[src/rtl/uart_rx.sv]
// uart_rx -- single-clock UART receiver, 8N1, LSB first.
//
// The asynchronous rx line is double-flopped, then sampled by an FSM paced
// by a 16x oversample tick derived from CLKF/BR. Received bytes are offered
// on a valid/ready interface.
//
// Ports:
//   clk       in   system clock, rising edge
//   reset     in   synchronous, active-high
//   rx        in   serial line, idles high
//   data      out  received byte, stable while valid is high
//   valid     out  byte available on data
//   ready     in   consumer accepts the byte (transfer on valid && ready)
//   frame_err out  one-cycle pulse: stop bit sampled low
//   overrun   out  one-cycle pulse: completed byte dropped, holding reg full
//   busy      out  receiver is inside a frame (FSM not idle)

module uart_rx #(
   parameter int unsigned BR   = 115200,
   parameter int unsigned CLKF = 18_432_000
) (
   input  logic       clk,
   input  logic       reset,
   input  logic       rx,
   output logic [7:0] data,
   output logic       valid,
   input  logic       ready,
   output logic       frame_err,
   output logic       overrun,
   output logic       busy
);

   // Guarded so a bad parameter set reaches the $fatal below instead of a
   // divide-by-zero during elaboration.
   localparam int unsigned DIV = (BR == 0 || CLKF == 0) ? 1 : CLKF / (BR * 16);
   localparam int unsigned CW  = (DIV > 1) ? $clog2(DIV) : 1;
   localparam logic [CW-1:0] CNT_MAX = CW'(DIV - 1);

   generate
      if (BR == 0 || CLKF == 0) begin : g_bad_zero
         $fatal(1, "uart_rx: BR and CLKF must be non-zero");
      end else if (CLKF % (BR * 16) != 0) begin : g_bad_ratio
         $fatal(1, "uart_rx: CLKF must be an exact multiple of 16*BR");
      end else if (DIV < 1) begin : g_bad_div
         $fatal(1, "uart_rx: CLKF/(16*BR) must be at least 1");
      end
   endgenerate

   typedef enum logic [2:0] {
      S_IDLE,
      S_START,
      S_DATA,
      S_STOP,
      S_BREAK
   } state_t;

   state_t        state_q, state_d;
   logic [1:0]    sync_q, sync_d;
   logic [CW-1:0] cnt_q, cnt_d;
   logic [3:0]    os_q, os_d;
   logic [2:0]    bit_q, bit_d;
   logic [7:0]    sh_q, sh_d;
   logic [7:0]    data_q, data_d;
   logic          valid_q, valid_d;
   logic          fe_q, fe_d;
   logic          ov_q, ov_d;

   logic rx_s;
   logic tick;

   assign rx_s = sync_q[1];
   assign tick = (cnt_q == CNT_MAX);

   always_comb begin
      state_d = state_q;
      sync_d  = {sync_q[0], rx};
      cnt_d   = cnt_q;
      os_d    = os_q;
      bit_d   = bit_q;
      sh_d    = sh_q;
      data_d  = data_q;
      valid_d = valid_q;
      fe_d    = 1'b0;
      ov_d    = 1'b0;

      // Handshake first; a delivery below may re-set valid in the same cycle.
      if (valid_q && ready) valid_d = 1'b0;

      // Tick divider and oversample counter run only inside a frame, so that
      // entering START always starts from a clean phase.
      if (state_q != S_IDLE) begin
         cnt_d = tick ? '0 : cnt_q + CW'(1);
         if (tick) os_d = os_q + 4'd1;
      end

      unique case (state_q)
         S_IDLE: begin
            cnt_d = '0;
            os_d  = '0;
            if (!rx_s) state_d = S_START;
         end
         S_START: begin
            // 8th tick lands mid start bit; a high line there was a glitch.
            if (tick && os_q == 4'd7) begin
               if (!rx_s) begin
                  state_d = S_DATA;
                  os_d    = '0;
                  bit_d   = '0;
               end else begin
                  state_d = S_IDLE;
               end
            end
         end
         S_DATA: begin
            // os wraps 15->0 on its own, so each 16th tick is the next mid-bit.
            if (tick && os_q == 4'd15) begin
               sh_d  = {rx_s, sh_q[7:1]};
               bit_d = bit_q + 3'd1;
               if (bit_q == 3'd7) state_d = S_STOP;
            end
         end
         S_STOP: begin
            if (tick && os_q == 4'd15) begin
               if (rx_s) begin
                  state_d = S_IDLE;
                  if (!valid_q || ready) begin
                     data_d  = sh_q;
                     valid_d = 1'b1;
                  end else begin
                     ov_d = 1'b1;
                  end
               end else begin
                  fe_d    = 1'b1;
                  state_d = S_BREAK;
               end
            end
         end
         S_BREAK: begin
            // Hold off until the line idles so a long low is not a new start.
            if (rx_s) state_d = S_IDLE;
         end
         default: state_d = S_IDLE;
      endcase
   end

   always_ff @(posedge clk) begin
      if (reset) begin
         state_q <= S_IDLE;
         sync_q  <= 2'b11;
         cnt_q   <= '0;
         os_q    <= '0;
         bit_q   <= '0;
         sh_q    <= '0;
         data_q  <= '0;
         valid_q <= 1'b0;
         fe_q    <= 1'b0;
         ov_q    <= 1'b0;
      end else begin
         state_q <= state_d;
         sync_q  <= sync_d;
         cnt_q   <= cnt_d;
         os_q    <= os_d;
         bit_q   <= bit_d;
         sh_q    <= sh_d;
         data_q  <= data_d;
         valid_q <= valid_d;
         fe_q    <= fe_d;
         ov_q    <= ov_d;
      end
   end

   assign data      = data_q;
   assign valid     = valid_q;
   assign frame_err = fe_q;
   assign overrun   = ov_q;
   assign busy      = (state_q != S_IDLE);

endmodule

[config.mk]
export PLATFORM = sky130hd
export DESIGN_NAME = uart_rx
export DESIGN_NICKNAME = d
export VERILOG_FILES = /design/src/rtl/uart_rx.sv
export SDC_FILE = /design/constraint.sdc
export NUM_CORES = 1
export LEC_CHECK = 0
export ABC_AREA = 1
export CORE_UTILIZATION = 59
export DETAILED_ROUTE_END_ITERATION = 16
export PLACE_DENSITY = 0.84
export SETUP_SLACK_MARGIN = 0.15
export SKIP_LAST_GASP = 1
export SYNTH_ARGS = -nofsm -noshare
export SYNTH_HDL_FRONTEND = slang
export SYNTH_SLANG_ARGS = --single-unit
[constraint.sdc]
create_clock -name clk -period 2.67 [get_ports clk]
set_clock_uncertainty 0.15 [all_clocks]
set_input_delay 0.801 -clock clk [delete_from_list [all_inputs] [get_ports clk]]
set_output_delay 0.801 -clock clk [all_outputs]
set_load 0.01 [all_outputs]
==> results.yml <==
yosys:
  syn_nets: 219
  ys_types: 23
  ys_ff_latch: 35
  synth_xor_area_share_pct: 1.10
  synth.area.mux_share_pct: 0
  synth_area_mm2: 0.00159
  synth_compound_area_share_pct: 8.73
  synth_cells: 212
  yosys.area_share.simple_pct: 36.3
  avgSynthCellArea_um2: 7.51
  synthAdderAreaFrac_pct: 2.36
  synth_top_family_by_area: "simple AND/OR/NAND/NOR gates"
  yosysSeqAreaShare_pct: 44.0
  yosys_warnings: 0
setup_path:
  startpoint_type: "flip-flop"
  worstPathArrival_ps: 1510
  worstSetupEndpointType: "output port"
  cp.required_ps: 1720
  cp_max_fo: 6
  path_class: "reg -> out"
  reg2reg_setup_slack_ps: 990
drt:
  drt_pass1_iterations: 4
  drt_iter0_drc: 43
  drc: 0
  vias: 1387
  wl_um: 3110
  ant_nets: 0
  wl_per_cell_um: 11.9
  vias_per_cell: 5.29
sta:
  setup_viol: 0
  slew_violations: 0
  fin_crit_ps: 2460
  setup_tns_ps: 0
  slew_headroom_pct: 69.6
  tightest_slew_ps: 456
  fmax_mhz: 406
  fin_ws_ps: 205
  rsz0062_at_grt: "no"
  fin_crit_sh_pct: 92.3
  hold_viol_final: 0
placement:
  numPortBuffers: 15
  gp_congestion: 0.850
  place_ws_ps: 448
  placed_cells: 255
  dp_hpwl_um: 2300
hold_path:
  worstHoldPathType: "reg -> reg"
grt:
  grt_usage_pct: 25.2
  antenna_found_initial: 0
  grt_max_degree: 17
  overflow: 0
  grt_pass1_vias: 1231
  grt_pass1_wl_um: 5100
power:
  p_per_area_mw_per_mm2: 673
  power.leakage_nw: 0.699
  ir_drop_mv: 0.618
cts:
  cts.reportedPaths.clkPinSlew_ps: 100
  cts_setup_buffers: 0
  cts.sinks: 35
  root_buffer: "clkbuf_4"
  hold_buffers: 0
  cts-buffers-inserted: 5
  cts_buffer_depth: 2
  cts_tree: "yes"
  clk-insertion-delay-late_ps: 350
  htreeDepth: 2
die:
  dieWidth_um: 53.9
  rows: 18
  dieArea_mm2: 0.00291
  start_util_pct: 63.1
  die_h_um: 53.9
  fp.coreArea_mm2: 0.00252
  pin_count: 16
status:
  status: "complete, no violations"
cells_and_area:
  insertedDiodeCount: 0
  nets: 239
  layout-drive-gt1-share_pct: 15.1
  fill_cells: 191
  fin_cells: 262
  area_growth_syn_to_layout_pct: 14.9
flow_run:
  cap_violations: 0
[per-layer routing]
layer / global-route usage [%] / vias up / wire, um
li1: - / 715 / -
met1: 27.5 / 632 / 1300
met2: 43.6 / 33 / 1580
met3: 8.76 / 7 / 180
met4: 11.0 / 0 / 53
met5: 0 / - / 0
[logic make-up (layout without fill, tap and decap cells)]
| logic type | count (synthesis) | after routing |
|---|---|---|
| AOI/OAI and AO/OA | 27 | 27 |
| xor gates and xnor gates | 2 | 2 |
| adders and majority gates | 3 | 3 |
| buffers and inverters | 27 | 47 |
| DFF | 35 | 35 |
| and+or+nand+nor | 118 | 118 |
[flip-flops by register name, indices dropped and copies added, names as in the netlist]
signal	count
data	8
sh_q	8
cnt_q	4
os_q	4
bit_q	3
state_q	3
sync_q	2
frame_err	1
overrun	1
valid	1
[synthesized netlist by cell type]
library cell	count	share of area, %
a21oi_1	15	4.7
buf_4	2	0.94
clkbuf_1	1	0.24
clkinv_4	2	1.1
dfxtp_1	35	44
ha_1	3	2.4
inv_1	20	4.7
inv_2	2	0.47
nand2_1	38	9.0
nand2_2	6	2.4
nand3_1	19	6.0
nand3_4	3	3.3
nand4_1	1	0.39
nor2_1	39	9.2
nor2_2	5	2.0
nor2_4	2	1.4
nor2_8	1	1.3
nor3_1	1	0.31
nor4_1	1	0.39
o21ai_0	11	3.5
o21ai_2	1	0.55
or2_2	2	0.79
xor2_1	2	1.1
[cell usage in the layout (no fill, tap or decap), types with 5 or more instances in the layout]
| cell | n |
|---|---|
| o21ai_0 | 11 |
| nand3_1 | 19 |
| nor2_1 | 39 |
| clkdlybuf4s50_1 | 15 |
| inv_1 | 20 |
| a21oi_1 | 15 |
| nand2_2 | 7 |
| nand2_1 | 37 |
| dfxtp_1 | 33 |
| nor2_2 | 5 |
| clkbuf_4 | 5 |
[final cells by class]
cell class / instances / area [um^2] / share of cell area [%]
multi-input cells: 150 / 774 / 42.3
flip-flops and latches: 35 / 703 / 38.4
repair buffers: 16 / 158 / 8.62
inverters: 24 / 100 / 5.47
clock buffers: 6 / 51.3 / 2.80
well taps: 30 / 37.5 / 2.05
clock inverters: 1 / 5.00 / 0.274
[through the flow]
step                      util [%]  power [mW]  area (um^2)  hold WS, ps
final                         72.5        1.23         1830          274
after global placement        70.1       0.920         1770          245
after global routing          72.5        1.30         1830          296
after detailed placement      70.1       0.938         1770          252
after floorplan                  -       0.864         1590          239
after CTS                     72.4        1.23         1830          279
[power by group]
group / switching [mW] / internal (mW) / leakage (nW)
clock: 0.174 / 0.122 / 0.0341
combinational: 0.226 / 0.117 / 0.381
sequential: 0.0346 / 0.557 / 0.284
total: 0.434 / 0.796 / 0.699
[timing repair]
item	4_1_cts	5_1_grt
pin swaps	0	0
endpoints found under the setup margin	1	1
gates cloned	0	0
resized for setup	2	1
[critical path, cell delays in order, from the launching register on]
cell,delay [ps]
dfxtp_1,360
nor2_2,190
nand2_2,120
clkdlybuf4s50_1,500
[path summary, 6_finish.rpt]
path / cells after the start / from / to
worst max-delay path: 3 / state_q[0] / busy
worst min-delay path: 1 / sync_q[0] / sync_q[1]
worst max register to register: 8 / os_q[1] / data[4]
worst min register to register: 1 / sync_q[0] / sync_q[1]
No activity file was read; power rests on OpenSTA's default activity.
